**src/rtl/hazard_scoreboard.sv**
```systemverilog
// rtl/hazard_scoreboard.sv - forwarding, stall/flush and long-op scoreboard for a 5-stage pipeline
// Optional stall/flush cycle counters are enabled with `define HAZARD_STALL_STATS_EN.
module hazard_scoreboard #(
    parameter int REG_AW     = 5,
    parameter int LONG_LAT   = 4,
    parameter int LONG_SLOTS = 2,
    parameter int CNT_W      = $clog2(LONG_LAT) + 1
) (
    input  logic              clk,
    input  logic              reset,
    input  logic [REG_AW-1:0] Rs1D,
    input  logic [REG_AW-1:0] Rs2D,
    input  logic [REG_AW-1:0] RdD,
    input  logic              RegWriteD,
    input  logic              BranchD,
    input  logic              LongD,
    input  logic              PCSrcD,
    input  logic [REG_AW-1:0] Rs1E,
    input  logic [REG_AW-1:0] Rs2E,
    input  logic [REG_AW-1:0] RdE,
    input  logic              RegWriteE,
    input  logic              ResultSrcE,
    input  logic              IssueLongE,
    input  logic [REG_AW-1:0] RdM,
    input  logic [REG_AW-1:0] RdW,
    input  logic              RegWriteM,
    input  logic              ResultSrcM,
    input  logic              RegWriteW,
    output logic [1:0]        ForwardAE,
    output logic [1:0]        ForwardBE,
    output logic              ForwardAD,
    output logic              ForwardBD,
    output logic              StallF,
    output logic              StallD,
    output logic              FlushD,
    output logic              FlushE,
    output logic              LongWbValid,
    output logic [REG_AW-1:0] LongWbRd,
`ifdef HAZARD_STALL_STATS_EN
    output logic [31:0]       stall_cycles,
    output logic [31:0]       flush_cycles,
`endif
    output logic              LongBusy
);

    localparam int NREG = 1 << REG_AW;

    logic [LONG_SLOTS-1:0] valid_q, valid_d;
    logic [REG_AW-1:0]     rd_q  [LONG_SLOTS];
    logic [REG_AW-1:0]     rd_d  [LONG_SLOTS];
    logic [CNT_W-1:0]      cnt_q [LONG_SLOTS];
    logic [CNT_W-1:0]      cnt_d [LONG_SLOTS];
    logic [NREG-1:0]       pending_q, pending_d;
    logic [LONG_SLOTS-1:0] issue_sel;
    logic                  issue_en, found;
    logic                  m_hit_e1, m_hit_e2, w_hit_e1, w_hit_e2;
    logic                  lw_stall, br_stall, sb_stall, stall;

    assign m_hit_e1 = RegWriteM && (RdM != '0) && (RdM == Rs1E);
    assign m_hit_e2 = RegWriteM && (RdM != '0) && (RdM == Rs2E);
    assign w_hit_e1 = RegWriteW && (RdW != '0) && (RdW == Rs1E);
    assign w_hit_e2 = RegWriteW && (RdW != '0) && (RdW == Rs2E);

    assign ForwardAE = m_hit_e1 ? 2'b10 : (w_hit_e1 ? 2'b01 : 2'b00);
    assign ForwardBE = m_hit_e2 ? 2'b10 : (w_hit_e2 ? 2'b01 : 2'b00);
    assign ForwardAD = RegWriteM && (RdM != '0) && (RdM == Rs1D);
    assign ForwardBD = RegWriteM && (RdM != '0) && (RdM == Rs2D);

    assign LongBusy = &valid_q;

    assign lw_stall = ResultSrcE && (RdE != '0) && ((RdE == Rs1D) || (RdE == Rs2D));
    assign br_stall = BranchD &&
        ((RegWriteE && (RdE != '0) && ((RdE == Rs1D) || (RdE == Rs2D))) ||
         (ResultSrcM && (RdM != '0) && ((RdM == Rs1D) || (RdM == Rs2D))));
    assign sb_stall = pending_q[Rs1D] || pending_q[Rs2D] ||
                      (RegWriteD && pending_q[RdD]) || (LongD && LongBusy);
    assign stall    = lw_stall | br_stall | sb_stall;

    assign StallF = stall;
    assign StallD = stall;
    assign FlushE = stall;
    assign FlushD = PCSrcD && !stall;

    // Fixed latency with single issue guarantees at most one slot reaches zero per cycle.
    always_comb begin
        LongWbValid = 1'b0;
        LongWbRd    = '0;
        for (int i = 0; i < LONG_SLOTS; i++) begin
            if (valid_q[i] && (cnt_q[i] == '0)) begin
                LongWbValid = 1'b1;
                LongWbRd    = rd_q[i];
            end
        end
    end

    assign issue_en = IssueLongE && (RdE != '0) && !LongBusy;

    always_comb begin
        issue_sel = '0;
        found     = 1'b0;
        for (int i = 0; i < LONG_SLOTS; i++) begin
            if (issue_en && !valid_q[i] && !found) begin
                issue_sel[i] = 1'b1;
                found        = 1'b1;
            end
        end
    end

    // A slot completing this cycle is still valid, so it cannot be chosen until the next cycle.
    always_comb begin
        valid_d = valid_q;
        rd_d    = rd_q;
        cnt_d   = cnt_q;
        for (int i = 0; i < LONG_SLOTS; i++) begin
            if (valid_q[i]) begin
                if (cnt_q[i] == '0) valid_d[i] = 1'b0;
                else                cnt_d[i]   = cnt_q[i] - CNT_W'(1);
            end
            if (issue_sel[i]) begin
                valid_d[i] = 1'b1;
                rd_d[i]    = RdE;
                cnt_d[i]   = CNT_W'(LONG_LAT - 1);
            end
        end
    end

    always_comb begin
        pending_d = pending_q;
        if (LongWbValid) pending_d[LongWbRd] = 1'b0;
        if (issue_en)    pending_d[RdE]      = 1'b1;
        pending_d[0] = 1'b0;
    end

    always_ff @(posedge clk or negedge reset) begin
        if (!reset) begin
            valid_q   <= '0;
            pending_q <= '0;
            for (int i = 0; i < LONG_SLOTS; i++) begin
                rd_q[i]  <= '0;
                cnt_q[i] <= '0;
            end
        end else begin
            valid_q   <= valid_d;
            pending_q <= pending_d;
            rd_q      <= rd_d;
            cnt_q     <= cnt_d;
        end
    end

`ifdef HAZARD_STALL_STATS_EN
    logic [31:0] stall_cnt_q, stall_cnt_d, flush_cnt_q, flush_cnt_d;

    assign stall_cnt_d = (stall  && (stall_cnt_q != '1)) ? stall_cnt_q + 32'd1 : stall_cnt_q;
    assign flush_cnt_d = (FlushD && (flush_cnt_q != '1)) ? flush_cnt_q + 32'd1 : flush_cnt_q;

    always_ff @(posedge clk or negedge reset) begin
        if (!reset) begin
            stall_cnt_q <= '0;
            flush_cnt_q <= '0;
        end else begin
            stall_cnt_q <= stall_cnt_d;
            flush_cnt_q <= flush_cnt_d;
        end
    end

    assign stall_cycles = stall_cnt_q;
    assign flush_cycles = flush_cnt_q;
`endif

endmodule

```
**config.mk**
```make
export PLATFORM = sky130hd
export DESIGN_NAME = hazard_scoreboard
export DESIGN_NICKNAME = d
export VERILOG_FILES = /design/src/rtl/hazard_scoreboard.sv
export SDC_FILE = /design/constraint.sdc
export NUM_CORES = 1
export LEC_CHECK = 0
export ABC_AREA = 1
export CAP_MARGIN = 10
export CORE_MARGIN = 2
export CORE_UTILIZATION = 30
export DETAILED_ROUTE_END_ITERATION = 16
export GPL_ROUTABILITY_DRIVEN = 0
export GPL_TIMING_DRIVEN = 0
export PLACE_DENSITY_LB_ADDON = 0.12
export SKIP_LAST_GASP = 1
export SYNTH_ARGS = -nofsm -noshare
export SYNTH_HDL_FRONTEND = slang
export SYNTH_SLANG_ARGS = --single-unit
```
**constraint.sdc**
```tcl
create_clock -name clk -period 3.78 [get_ports clk]
set_clock_uncertainty 0.05 [all_clocks]
set_input_delay 0.567 -clock clk [delete_from_list [all_inputs] [get_ports clk]]
set_output_delay 0.567 -clock clk [all_outputs]
set_load 0.05 [all_outputs]
```
==> results of run 1 <==
[cells in the mapped netlist, drive strengths merged, types with 4 or more instances]
| cell type | instances | area share [%] |
|---|---|---|
| nor2 | 37 | 4.2 |
| buf | 24 | 4.3 |
| nand2 | 201 | 19 |
| o211ai | 20 | 3.8 |
| xor2 | 13 | 2.9 |
| inv | 82 | 7.8 |
| ha | 4 | 1.3 |
| dfrtp | 49 | 31 |
| nand3 | 71 | 9.1 |
| o21ai | 77 | 9.8 |
| xnor2 | 13 | 2.9 |
[state kept, by name, indices dropped and copies added, names as in the netlist]
| name | flops |
|---|---|
| rd_q | 10 |
| valid_q | 2 |
| cnt_q | 6 |
| pending_q | 31 |
[cells by family after synthesis]
| logic type | after synthesis | share of synthesized area [%] |
|---|---|---|
| adder cells (fa/ha/maj) | 4 | 1.27 |
| AO/OA/AOI/OAI | 107 | 15.3 |
| XOR/XNOR | 26 | 5.77 |
| AND/OR/NAND/NOR | 318 | 34.1 |
| flip-flops | 49 | 31.1 |
| buffers and inverters | 109 | 12.5 |
[critical path: stages]
cell and delay (ns):
clkdlybuf4s50_1 0.67, inv_1 0.17, nand2_1 0.10, nand2_1 0.06
nor2_1 0.08, nand3_1 0.08, nand2_1 0.09, nand2_1 0.06
nand2_1 0.05, nand2_1 0.04, nand2_1 0.05, nor2_1 0.04
nand2_1 0.13, clkdlybuf4s50_1 0.82
[metrics by stage]
| step | utilization, % | setup slack (ns) | setup TNS, ns | instances |
|---|---|---|---|---|
| floorplan | - | 0.915 | 0 | 613 |
| global placement | 37.2 | 0.100 | 0 | 842 |
| detailed placement | 37.3 | 0.0767 | 0 | 843 |
| CTS | 38.5 | 0.0681 | 0 | 851 |
| global route | 38.5 | -0.00196 | -0.00196 | 851 |
| finish | 38.5 | 0.151 | 0 | 851 |
[placed cells by master, fill, tap and decap left out, drive strengths merged, types with 4 or more instances in the layout]
master,n
xor2,13
dfrtp,49
nand2,201
nor2,37
inv,82
ha,4
buf,26
clkbuf,7
o21ai,77
clkdlybuf4s50,53
xnor2,13
nand3,71
o211ai,20
[power by group through the flow]
stage / logic (W) / clock network, W / registers (W)
3_5_place_dp: 0.00112 / 0 / 0.000860
2_1_floorplan: 0.000803 / 0 / 0.000800
6_report: 0.00112 / 0.000436 / 0.000853
4_1_cts: 0.00113 / 0.000447 / 0.000850
5_1_grt: 0.00127 / 0.000466 / 0.000876
3_3_place_gp: 0.00110 / 0 / 0.000857
[area by class of cell]
type / count / area [sq um]
Multi-Input combinational cell: 455 / 2230
Clock buffer: 5 / 125
Fill cell: 1393 / 7820
Tap cell: 172 / 215
Buffer: 26 / 180
Inverter: 83 / 312
Timing Repair Buffer: 58 / 593
Clock inverter: 3 / 17.5
Sequential cell: 49 / 1230
[path summary, 6_finish.rpt]
path                                      start                       to  slack, ns  cells past startpoint
min in group clk            rd_q[9]$_DFFE_PN0P_      rd_q[9]$_DFFE_PN0P_       0.44                      2
min                                       reset  pending_q[19]$_DFF_PN0_       0.14                      1
max reg2reg                cnt_q[0]$_DFFE_PN0P_   pending_q[3]$_DFF_PN0_       1.68                     10
max                                     Rs1D[3]                   FlushE       0.15                     14
max in group asynchronous                 reset      rd_q[8]$_DFFE_PN0P_       3.02                      2
min reg2reg                 rd_q[9]$_DFFE_PN0P_      rd_q[9]$_DFFE_PN0P_       0.44                      2
[per-layer routing]
metal	track usage (%)	vias to the layer above
met5	0	-
met2	29.5	146
met4	6.18	0
met1	25.8	1871
met3	2.75	22
li1	-	2102
==> run metrics, run 1 <==
status=completed; final HPWL from detailed placement=10,400 um; worst slew slack as a fraction of its limit=66.1%; number of optimization iterations in the first detailed-route pass=5; routed length on met2=5820 um; Max Transition Viols Final=0; tightest hold margin=0.138 ns; die area=14,100 sq um; maximum clock path buffer count=2; upper clock frequency limit=0.276 GHz; Hold WC Path Type=primary input to async pin; Psw=0.00106 W; post-CTS resize count=0; initial DRC count=271; post-detailed-routing wire length=13,000 um; synth unique cells=32; initial cell density of the core=31.0%; number of antenna violations at the first check in global routing=0; fraction of layout cells with a size suffix above 1=8.69%; part of the power in registers=35.4%; final critical-path required period=3.63 ns; power density over cell area=492 nW/um^2; via count of the first global-routing pass=4,028; die width=119 um; global-route wire length before repair=21,100 um; nets in the synthesized netlist=669; number of diodes added for antenna fixing=0; largest fanout of any net on the critical path=5; share of the cycle needed by the critical path after routing=96.0%; TritonCTS Buffers=5; async set or reset register ratio after synthesis=100%; H-Tree Level Count=2; switching power share of the total=44.1%; residual overflow from global routing=0; synthesis warning total=0; post-detailed-route via-to-cell ratio=4.87; TritonCTS sink count=49; total DRC errors in the routed layout=0; maximum capacitance violations=0; Floorplan Core Area=12,700 sq um; number of buffers inserted by post-CTS setup repair=0; synth-to-layout area growth=24.1%; pin slew with the least headroom to its limit=0.508 ns; peak ir drop on the vdd network=359 uV; number of input and output port buffers inserted=57; remaining number of nets flagged by the antenna check after routing=0; synthesized instance count=613; Met3 Routed Length=798 um; maximum number of pins on one net before global-route repair=36; average wire per cell in the routed design=15.2 um; count of final setup violators=0; required time at the endpoint of the critical path=3.16 ns; detailed-route wire length on metal 1=6100 um; global routing usage summed across all routing layers=18.6%; TritonCTS clock tree=built; overall power of the completed layout=0.00241 W; predominant post-synthesis flop cell=dfrtp_1; Clk Latency, worst-skew pair=0.29 ns; leakage power=2.38 nW; placed inst area=4750 sq um; flip-flop and latch count after synthesis=49; number of hold violations in the final report=0; mean instance size in the synthesized netlist=6.44 sq um; master cell of the clock root buffer=clkbuf_16; mapped cell area=3950 sq um; Boundary Pins=69; top metal layer carrying routed signals=met4; portion of the post-synthesis area used by sequential elements=31.1%; part of the total power dissipated in combinational logic=46.5%; Setup crit end kind=output pin; internal power contribution=0.00135 W; post-route cell area=4900 sq um; number of core rows=41; data arrival time of the worst path=3.01 ns; vias post-DR=4,141; number of enable flip-flop cells after synthesis=0; clock transition time at the flip-flop clock pins of the worst setup and hold paths=0.07 ns; kind of launch point of the worst setup path=primary input; clock share of power=18.1%; die span in y=119 um; type of the worst setup path=primary input to output pin; count of nets after finishing=734; Hold-fix buffers, CTS=0
(Power assumes the default switching activity.)
==> run 2: changes to the inputs <==
- ABC_CLOCK_PERIOD_IN_PS: default -> 3780
- HOLD_SLACK_MARGIN: default -> 0.15
- SETUP_SLACK_MARGIN: default -> 0.1
==> run 2 against run 1 <==
Net effect:
- setup slack improved by 0.19 ns
- critical path type unchanged
- sequential power is essentially flat
- core utilization is essentially flat
- critical endpoint is now StallF
- clock power is essentially flat
- register-to-register slack better by 0.04 ns
- maximum frequency rose by 5.4%
- cell area barely moved
- total power barely moved
- highest routed layer unchanged
==> run metrics, run 2 (synthesis gave the netlist of run 1 again) <==
status=completed (unchanged); Floorplan Core Area=12,700 sq um (unchanged); master cell of the clock root buffer=clkbuf_16 (unchanged); die width=119 um (unchanged); fraction of layout cells with a size suffix above 1=8.68% (was 8.69%); worst slew slack as a fraction of its limit=66.4% (was 66.1%); die area=14,100 sq um (unchanged); share of the cycle needed by the critical path after routing=91.1% (was 96.0%); vias post-DR=4,151 (was 4,141); global-route track usage on met3=2.75% (unchanged); leakage power=2.37 nW (was 2.38 nW); most used routing layer in global routing=met2 (unchanged); Setup crit end kind=output pin (unchanged); Clk Latency, worst-skew pair=0.29 ns (about the same); global routing usage summed across all routing layers=18.6% (about the same); maximum number of pins on one net before global-route repair=36 (unchanged); largest registers=pending_q: 31 flops, rd_q: 10 flops, cnt_q: 6 flops (unchanged); global-route wire length before repair=21,100 um (about the same); maximum capacitance violations=0 (unchanged); required time at the endpoint of the critical path=3.16 ns (about the same); power density over cell area=492 nW/um^2 (about the same); via count of the first global-routing pass=4,034 (was 4,028); final HPWL from detailed placement=10,400 um (unchanged); final critical-path required period=3.44 ns (was 3.63 ns); post-detailed-route via-to-cell ratio=4.87 (about the same); H-Tree Level Count=2 (unchanged); initial cell density of the core=31.0% (unchanged); total DRC errors in the routed layout=0 (unchanged); Hold WC Path Type=flip-flop to flip-flop (was primary input to async pin); kind of launch point of the worst setup path=primary input (unchanged); data arrival time of the worst path=2.82 ns (was 3.01 ns); synth-to-layout area growth=24.1% (about the same); R2R cell count=13 (was 10); commonest cells after routing, fill and taps aside=nand2_1 (195), inv_1 (74), nand3_1 (70), clkdlybuf4s50_1 (52), dfrtp_1 (49) (was nand2_1 (195), inv_1 (74), nand3_1 (70), clkdlybuf4s50_1 (53), dfrtp_1 (49)); type of the worst setup path=primary input to output pin (unchanged); Boundary Pins=69 (unchanged); worst slack, placed=0.0767 ns (unchanged); count of final setup violators=0 (unchanged); post-route cell area=4900 sq um (about the same); upper clock frequency limit=0.291 GHz (was 0.276 GHz); number of input and output port buffers inserted=57 (unchanged); initial DRC count=265 (was 271); maximum clock path buffer count=2 (unchanged); Setup TNS=0 ns (unchanged); residual overflow from global routing=0 (unchanged); crit path to=StallF (was FlushE); overall power of the completed layout=0.00241 W (about the same); peak ir drop on the vdd network=360 uV (was 359 uV); Worst R2R End=pending_q[7]$_DFF_PN0_ (was pending_q[3]$_DFF_PN0_); post-detailed-routing wire length=13,000 um (about the same); most frequent standard cell in the layout excluding fill and tap cells=nand2_1 (unchanged); clock transition time at the flip-flop clock pins of the worst setup and hold paths=0.06 ns (was 0.07 ns); number of diodes added for antenna fixing=0 (unchanged); TritonCTS sink count=49 (unchanged); remaining number of nets flagged by the antenna check after routing=0 (unchanged); TritonCTS Buffers=5 (unchanged); number of optimization iterations in the first detailed-route pass=4 (was 5); RSZ-0062 raised after global routing=false; met2 track demand over resource=29.6% (was 29.5%); die span in y=119 um (unchanged); worst setup slack for register-to-register paths=1.72 ns (was 1.68 ns); count of nets after finishing=735 (was 734); pin slew with the least headroom to its limit=0.503 ns (was 0.508 ns); TritonCTS clock tree=built (unchanged); number of antenna violations at the first check in global routing=0 (unchanged); CP Launch Point=Rs1D[3] (unchanged); Max Transition Viols Final=0 (unchanged); number of flip-flops under the largest register name=31 (unchanged); met1 capacity usage during global routing=25.8% (unchanged); average wire per cell in the routed design=15.2 um (about the same); Biggest register=pending_q (unchanged); number of hold violations in the final report=0 (unchanged); worst reg2reg startpoint=cnt_q[0]$_DFFE_PN0P_ (unchanged); placed inst area=4750 sq um (unchanged); post-route worst setup slack=0.338 ns (was 0.151 ns); number of core rows=41 (unchanged); largest fanout of any net on the critical path=5 (unchanged)
[run 2: changes by cell type in the layout (fill, tap and decap cells not counted), sizes merged]
cell	delta
dlygate4sd2	+3
dlymetal6s2s	-2
clkdlybuf4s50	-1
dlygate4sd3	+1
[run 2: cell type report]
class | instances | area (sq um)
fill | 1393 | 7820
multi-input combinational | 455 | 2230
sequential | 49 | 1230
timing repair buffer | 59 | 594
inverter | 83 | 312
tap | 172 | 215
buffer | 26 | 180
clock buffer | 5 | 125
clock inverter | 3 | 17.5
[run 2: where the power goes]
group          switching (W)  leakage (nW)  internal (W)
Sequential          0.000151         0.518      0.000704
Clock               0.000194        0.0696      0.000243
Combinational       0.000720          1.78      0.000400
Total                0.00107          2.37       0.00135
[run 2: how the worst min path moves through the flow]
stage                                    from                    to  cells past startpoint
after CTS                 rd_q[9]$_DFFE_PN0P_   rd_q[9]$_DFFE_PN0P_                      2
after detailed placement  rd_q[9]$_DFFE_PN0P_   rd_q[9]$_DFFE_PN0P_                      2
after floorplan                         reset  cnt_q[0]$_DFFE_PN0P_                      0
after global placement    rd_q[8]$_DFFE_PN0P_   rd_q[8]$_DFFE_PN0P_                      2
after global routing      rd_q[9]$_DFFE_PN0P_   rd_q[9]$_DFFE_PN0P_                      2
final                     rd_q[8]$_DFFE_PN0P_   rd_q[8]$_DFFE_PN0P_                      2
[run 2: layer usage]
layer  vias up  wire length [um]
met4         0               212
met5         -                 0
met3        18               822
li1       2097                 -
met1      1880              6100
met2       156              5840
[run 2: worst max-delay path, stage by stage]
cell and delay [ns]:
clkdlybuf4s50_1 0.67, inv_1 0.17, nand2_1 0.10, nand2_1 0.06, nor2_1 0.08, nand3_1 0.08, nand2_1 0.09, nand2_1 0.06
nand2_1 0.05, nand2_1 0.04, nand2_1 0.05, nor2_1 0.04, nand2_1 0.12, buf_4 0.12, dlygate4sd2_1 0.52
[run 2: repair_timing]
action                                 CTS  global route
setup buffers                            0             0
setup endpoints to repair                3             1
hold buffers                             1             0
gates resized for setup                  3             1
pin swaps                                0             0
endpoints found under the hold margin   14             0
[run 2: per-stage QoR]
step	utilization, %	hold slack (ns)	instances
detailed placement	37.3	0.429	843
CTS	38.5	0.445	852
global route	38.5	0.484	852
global placement	37.2	0.420	842
finish	38.5	0.438	852
floorplan	-	0.221	613
==> variant, RTL diff (config.mk and constraints of run 1) <==
Change the parameter `REG_AW` from 5 to 4.
--- a/src/rtl/hazard_scoreboard.sv
+++ b/src/rtl/hazard_scoreboard.sv
@@ -1,7 +1,7 @@
 // rtl/hazard_scoreboard.sv - forwarding, stall/flush and long-op scoreboard for a 5-stage pipeline
 // Optional stall/flush cycle counters are enabled with `define HAZARD_STALL_STATS_EN.
 module hazard_scoreboard #(
-    parameter int REG_AW     = 5,
+    parameter int REG_AW     = 4,
     parameter int LONG_LAT   = 4,
     parameter int LONG_SLOTS = 2,
     parameter int CNT_W      = $clog2(LONG_LAT) + 1
Interface: changed (9 resized); port bits go from 69 to 60. No check against the original RTL was run, so the function may have changed too.
==> variant against run 1 <==
Via count shrank 36%. Worst setup slack better by 0.34 ns. Critical path depth unchanged. Sequential cell count down 18. Routed wire length down 39%. Synthesized cell count shrank 36%. First-iteration DRC count down 48%. Total power decreased by 27%. Highest routed layer unchanged. Largest cell class unchanged. Hold slack better by 0.15 ns. Largest power group unchanged. Final area shrank 32%. Area after synthesis down 36%.
==> variant: results (changes against run 1) <==
- The initial detailed-routing violation count came to 142 (-48%).
- The worst supply voltage drop on vdd is 0.3235 mV (-10%).
- The multiplexer area fraction after synthesis is 0.008911 (+0.008911).
- The root buffer cell is sky130_fd_sc_hd__clkbuf_8.
- The wire length of the first global-routing pass came to 13030 µm (-38%).
- The number of vias per cell after detailed routing came to 4.730 (-2.8%).
- The compound-gate portion of the synthesized area is 0.1376 (-0.01573).
- The sequential area share after synthesis was 0.3069 (-0.003589).
- The total track usage is 0.1811 (-0.004701).
- The net count after synthesis was 439 (-34%).
- The number of placed instances, taps included is 554 (-34%).
- The data arrival time of the critical path is 2.67 ns (-0.34 ns).
- The run finished with clean final reports.
- The first element of the critical path is Rs2D[1].
- The largest net degree at the start of global routing is 32 (-11%).
- The detailed-routing iteration count for the pre-antenna-repair pass is 4 (-1).
- After synthesis, the cell types taking the most area are sky130_fd_sc_hd__dfrtp_1 31%, sky130_fd_sc_hd__nand2_1 20%, sky130_fd_sc_hd__o21ai_0 8.1%.
- The largest registers in the layout are pending_q x15, rd_q x8, cnt_q x6.
- The final net count is 504 (-31%).
- The headroom to the max-slew limit is 0.5135 (-0.1472).
- The number of buffers inserted by port buffering is 58 (+1.8%).
- The critical-path maximum fanout is 7 (+2).
- The count of placed standard cells in the final layout, fillers left out is 562 (-34%).
- The fraction of final layout cells with drive strength greater than 1 is 0.07659 (-0.01031).
- The average wire per standard cell is 14.02 µm (-7.9%).
- The arithmetic-cell share of the synthesized area counting full adders, half adders and majority gates is 0.01980 (+0.007128).
- The worst setup timing slack at the placement stage is 0.08057 ns (+0.003901 ns).
- The detailed placer's ending HPWL is 6286 µm (-40%).
- By count the netlist is led by 135 x sky130_fd_sc_hd__nand2_1, 50 x sky130_fd_sc_hd__inv_1, 41 x sky130_fd_sc_hd__o21ai_0.
variant: cell types whose count changed after synthesis, sizes merged, moves of 9 or more:
cell / run 1 / this run
o21ai: 77 / 46
inv: 82 / 55
buf: 24 / 8
nand2: 201 / 139
xor2: 13 / 4
o211ai: 20 / 6
nand3: 71 / 34
dfrtp: 49 / 31
nor2: 37 / 28
variant: layer usage:
layer	GRT usage	wire, µm
met5	0	0
met3	0.03289	432
met4	0.04405	46
met2	0.3118	3833
met1	0.2346	3570
variant: cell type report:
| type | count | area (µm²) |
|---|---|---|
| Multi-Input combinational cell | 296 | 1483 |
| Inverter | 56 | 210.2 |
| Tap cell | 105 | 131.4 |
| Clock inverter | 3 | 20.02 |
| Fill cell | 878 | 4842 |
| Timing Repair Buffer | 58 | 585.6 |
| Sequential cell | 31 | 775.7 |
| Clock buffer | 5 | 68.82 |
| Buffer | 8 | 58.81 |
variant: critical path: stages:
cell and delay (ns):
sky130_fd_sc_hd__clkdlybuf4s50_1 0.62, sky130_fd_sc_hd__inv_1 0.20, sky130_fd_sc_hd__nand2_1 0.10, sky130_fd_sc_hd__nand2_1 0.05
sky130_fd_sc_hd__nor2_1 0.11, sky130_fd_sc_hd__nand2_1 0.06, sky130_fd_sc_hd__nand2_1 0.08, sky130_fd_sc_hd__nand2_1 0.06
sky130_fd_sc_hd__nand2_1 0.07, sky130_fd_sc_hd__nor2_1 0.04, sky130_fd_sc_hd__nand2_1 0.08, sky130_fd_sc_hd__or2_1 0.14
sky130_fd_sc_hd__buf_4 0.10, sky130_fd_sc_hd__dlymetal6s2s_1 0.40
variant: where the power goes:
| part | switching (W) | internal, W | total, W |
|---|---|---|---|
| logic | 0.000574 | 0.000340 | 0.000914 |
| registers | 0.000110 | 0.000477 | 0.000587 |
| clock network | 0.000131 | 0.000128 | 0.000259 |
| total | 0.000815 | 0.000944 | 0.00176 |
variant: path summary, 6_finish.rpt:
| kind | endpoint | slack, ns | cells past startpoint |
|---|---|---|---|
| min | cnt_q[1] | 0.29 | 1 |
| min reg2reg | rd_q[4] | 0.43 | 2 |
| max in group asynchronous | rd_q[6] | 2.92 | 1 |
| min in group clk | rd_q[4] | 0.43 | 2 |
| max reg2reg | pending_q[4] | 1.71 | 9 |
| max | StallD | 0.49 | 14 |
variant: logic make-up (layout without fill, tap and decap cells):
| kind of cell | Yosys count | count (layout) |
|---|---|---|
| mux | 2 | 2 |
| flops | 31 | 31 |
| simple gates | 213 | 213 |
| xor+xnor | 16 | 16 |
| buf+inv | 64 | 130 |
| fa+ha+maj | 4 | 4 |
| compound gates | 61 | 61 |
variant: repair_timing:
item | CTS | global route
buffers inserted | 0 | 0
endpoints found under the setup margin | 0 | 4
resized for setup | 0 | 4
